--- src/rtl/clk_int_div_multi.sv ---
// Multi-channel programmable integer clock divider with per-channel
// valid/ready divisor reload at period boundaries and a global sync restart.
module clk_int_div_multi #(
    parameter int unsigned CH      = 4,
    parameter int unsigned WIDTH   = 32,
    parameter int unsigned DEF_DIV = 4
) (
    input  logic                  clk_i,
    input  logic                  rst_i,
    input  logic [CH*WIDTH-1:0]   div_i,
    input  logic [CH-1:0]         div_valid_i,
    output logic [CH-1:0]         div_ready_o,
    output logic [CH-1:0]         done_o,
    input  logic                  sync_i,
    output logic [CH-1:0]         clk_o,
    output logic [CH-1:0]         clk_en_o
);

    // A divisor of 1 behaves as 2; folding it here keeps the counter logic uniform.
    localparam int unsigned DEF_EFF = (DEF_DIV == 1) ? 2 : DEF_DIV;

    for (genvar c = 0; c < CH; c++) begin : g_ch
        logic [WIDTH-1:0] div_q;
        logic [WIDTH-1:0] cnt_q;
        logic [WIDTH-1:0] pend_q;
        logic             pend_vld_q;
        logic             clk_q;
        logic             en_q;
        logic             done_q;

        logic [WIDTH-1:0] div_in;
        logic [WIDTH-1:0] hi;
        logic [WIDTH-1:0] pend_eff;
        logic             stopped;
        logic             boundary;
        logic             accept;

        assign div_in   = div_i[c*WIDTH +: WIDTH];
        assign stopped  = (div_q == '0);
        assign boundary = stopped || (cnt_q == div_q - WIDTH'(1));
        assign hi       = div_q - (div_q >> 1);
        assign pend_eff = (pend_q == WIDTH'(1)) ? WIDTH'(2) : pend_q;
        // Accept and load are exclusive: a value accepted now waits for a later boundary.
        assign accept   = div_valid_i[c] && !pend_vld_q;

        always_ff @(posedge clk_i or posedge rst_i) begin
            if (rst_i) begin
                div_q      <= WIDTH'(DEF_EFF);
                cnt_q      <= '0;
                pend_q     <= '0;
                pend_vld_q <= 1'b0;
                clk_q      <= 1'b0;
                en_q       <= 1'b0;
                done_q     <= 1'b0;
            end else begin
                clk_q  <= !stopped && (cnt_q < hi);
                en_q   <= !stopped && (cnt_q == '0);
                done_q <= 1'b0;
                if (boundary && pend_vld_q) begin
                    div_q      <= pend_eff;
                    cnt_q      <= '0;
                    pend_vld_q <= 1'b0;
                    done_q     <= 1'b1;
                end else if (!stopped) begin
                    cnt_q <= (sync_i || boundary) ? '0 : cnt_q + WIDTH'(1);
                end
                if (accept) begin
                    pend_q     <= div_in;
                    pend_vld_q <= 1'b1;
                end
            end
        end

        assign div_ready_o[c] = !pend_vld_q;
        assign done_o[c]      = done_q;
        assign clk_o[c]       = clk_q;
        assign clk_en_o[c]    = en_q;
    end

endmodule

--- config.mk ---
export PLATFORM = sky130hd
export DESIGN_NAME = clk_int_div_multi
export DESIGN_NICKNAME = d
export VERILOG_FILES = /design/src/rtl/clk_int_div_multi.sv
export SDC_FILE = /design/constraint.sdc
export NUM_CORES = 2
export LEC_CHECK = 0
export CORE_MARGIN = 2
export CORE_UTILIZATION = 60
export CTS_BUF_LIST = sky130_fd_sc_hd__clkbuf_2
export DETAILED_ROUTE_END_ITERATION = 6
export DONT_BUFFER_PORTS = 1
export GPL_TIMING_DRIVEN = 1
export PLACE_DENSITY_LB_ADDON = 0.3
export SLEW_MARGIN = 20
export SYNTH_ARGS = -nofsm -noshare
export SYNTH_HDL_FRONTEND = slang
export SYNTH_SLANG_ARGS = --single-unit
export TNS_END_PERCENT = 10
--- constraint.sdc ---
create_clock -name clk_i -period 32.5 [get_ports clk_i]
set_input_delay 4.875 -clock clk_i [delete_from_list [all_inputs] [get_ports clk_i]]
set_output_delay 4.875 -clock clk_i [all_outputs]
set_load 0.02 [all_outputs]
==> impl_metrics.toml <==
[min_path]
min_path_type = "flop to flop"
worstHoldStart = "g_ch[0].pend_q[7]$_DFFE_PP0P_"

[sta]
finalCriticalPeriod_ns = 7.45
setup_violations = 0
tns_ns = 0
finalCritPeriodShare = 0.229
fin_skew_ns = 0.0871
slew_viol_final = 0
relSlewSlack = 0.284
fmax_mhz = 134
hold_viol = 0
rsz0062_at_grt = "false"
worstMarginPinSlew_ns = 1.07

[route]
drtAntennaViolNets = 0
dr_wl_met2_um = 37900
drc = 0
met3_length_um = 4970
drt-vias-per-instance = 5.97
wl_met1_um = 38100
top_layer_used = "met5"
first_pass_iters = 5
wire_per_inst_um = 18.3
via_count = 27000
drt_first_iter_violations = 1993
wl_um = 82900

[worst_setup_path]
critPathMaxFanout = 35
required_ns = 27.62
crit_arrival_ns = 2.58
crit_buf_inv = 1
startpoint_type = "flop"
end_kind = "output port"
max_stage_delay_ns = 1.05
crit_type = "flop to output port"
cp_slowest_cell = "dfrtp_1"
cp-startpoint = "g_ch[2].pend_vld_q$_DFFE_PP0P_"
rr_startpoint = "g_ch[3].div_q[8]$_DFFE_PP0P_"
cp_cell_sequence = "inv_1"
cp_top_family = "flip-flops"

[synth]
synth_nets = 4246
synth-seq-cells = 400
synthDistinctLibCells = 84
syn_area_sq_mm = 0.0334
ys.flop_type = "dfrtp_1"
yosysTopAreaCell = "dfrtp_1"
ys_top_cells_by_area = "dfrtp_1, ha_1, xnor2_1"
syn_avg_cell_area_sq_um = 9.04
synth.most_common_cell = "ha_1"
async_reset_ff_frac = 1.00
syn_inst = 3691
yosys_warnings = 0
synth-edff-count = 0
synth_top_area_share = 0.297
yosysSeqAreaShare = 0.300
yosys-top-cells-count = "ha_1, dfrtp_1, nor2_1, inv_1, xnor2_1"

[global_routing]
antenna_found_initial = 6
grt_overflow = 0
grt_max_degree = 126
grt_pass1_wl_um = 135000
grt.total_usage = 0.291
grt_pass1_vias = 25900

[pwr]
power.leakage_nw = 16.4
seqPwrFrac = 0.489
combPwrFrac = 0.247
p_per_area_mw_per_mm2 = 38.7
total_power_mw = 1.35
clockPowerShare = 0.263
peakVddDrop_uv = 46.2
p_sw_uw = 481
internal_power_uw = 870
swShare = 0.356

[placed_design]
io_buffers = 0
place.gp.congestion = 0.957
place_area_sq_mm = 0.0339
hpwl_um = 64300

[clock_network]
cts_buffers = 105
cts_root_buffer = "clkbuf_2"
clk_path_buf_depth = 3
cts.repair.resized = 0
clk_latency_ns = 1.17
cts_tree = "done"
htreeDepth = 3
clkSinkCount = 400
path_clk_slew_ns = 0.11
postCtsSetupBuffers = 0
hold_buffers = 0

[final_layout]
fin_area_sq_mm = 0.0349
drive_above_1_share = 0.118
area_growth_pct = 4.61
fin_nets = 4256
fillers = 4719

[floorplan]
die_h_um = 240
initial_core_util = 0.607
io_pins = 151
row_count = 86
dieArea_sq_mm = 0.0575
fp.coreArea_sq_mm = 0.0550
fp.dieW_um = 240

[run]
drv_cap = 0

[outcome]
status = "finished clean"
## cell type report
class / instances / area [sq um] / share of cell area
well taps: 748 / 936 / 0.0268
inverters: 270 / 1020 / 0.0293
flip-flops and latches: 400 / 10000 / 0.287
diodes: 4 / 10.0 / 0.000287
clock inverters: 36 / 210 / 0.00602
repair buffers: 17 / 128 / 0.00366
clock buffers: 148 / 741 / 0.0212
multi-input cells: 2907 / 21800 / 0.626
## power by group through the flow
stage	logic (mW)	clock network, mW	registers (mW)
floorplan	0.275	0	0.629
global placement	0.321	0	0.666
detailed placement	0.331	0	0.670
CTS	0.333	0.371	0.660
global route	0.374	0.396	0.671
finish	0.334	0.356	0.661
## registers in the layout, summed over array words and instances, names as in the netlist
register	cells
g_ch.pend_q	128
g_ch.clk_q	4
g_ch.cnt_q	128
g_ch.div_q	128
g_ch.done_q	4
g_ch.pend_vld_q	4
g_ch.en_q	4
## layout by cell type (no fill, tap or decap), types with 23 or more instances in the layout
cell type	instances
nor2b_1	50
o21ai_0	143
inv_1	269
clkbuf_2	148
a21oi_1	171
nor4_1	77
xnor2_1	252
o22ai_1	40
xor2_1	171
nor3_1	68
o211ai_1	23
nand3_1	144
nand4_1	72
a31oi_1	27
dfrtp_1	395
nor2_1	293
a21o_1	55
a211oi_1	26
nand2b_1	36
o21bai_1	36
mux2_2	189
a31o_2	34
and3_1	48
ha_1	416
nand2_1	231
## cell families (layout without fill, tap and decap cells)
family	Yosys count	in the layout	synth area share
buf+inv	384	471	0.0457
flops	400	400	0.300
mux	202	202	0.0678
xor+xnor	424	424	0.112
other cells	0	4	0
simple gates	1169	1169	0.179
fa+ha+maj	420	420	0.158
compound gates	692	692	0.137
## metal layers
metal  track usage  vias up
li1              -    13200
met1         0.405    12900
met2         0.465      774
met3        0.0477      145
met4        0.0903        2
met5             0        -
## path summary, 6_finish.rpt
check                                            endpoint  slack [ns]  depth (start not counted)
max in group asynchronous        g_ch[0].done_q$_DFF_PP0_       26.58                          3
min reg2reg                  g_ch[0].div_q[7]$_DFFE_PP0P_        0.53                          1
min                          g_ch[0].div_q[7]$_DFFE_PP0P_        0.53                          1
min in group asynchronous  g_ch[0].pend_q[28]$_DFFE_PP0P_        3.78                          1
max reg2reg                       g_ch[3].clk_q$_DFF_PP0_       26.64                         20
max                                        div_ready_o[2]       25.05                          1
## through the flow
stage	utilization	setup slack (ns)	hold WS [ns]	instances
6_report	0.635	25.05	0.531	4530
5_1_grt	0.635	24.84	0.559	4528
4_1_cts	0.635	24.94	0.540	4526
3_5_place_dp	0.617	25.30	0.518	4342
3_3_place_gp	0.617	25.32	0.496	4342
2_1_floorplan	-	16.51	0.477	3691
Note: power is estimated with default switching activity, not from simulation.
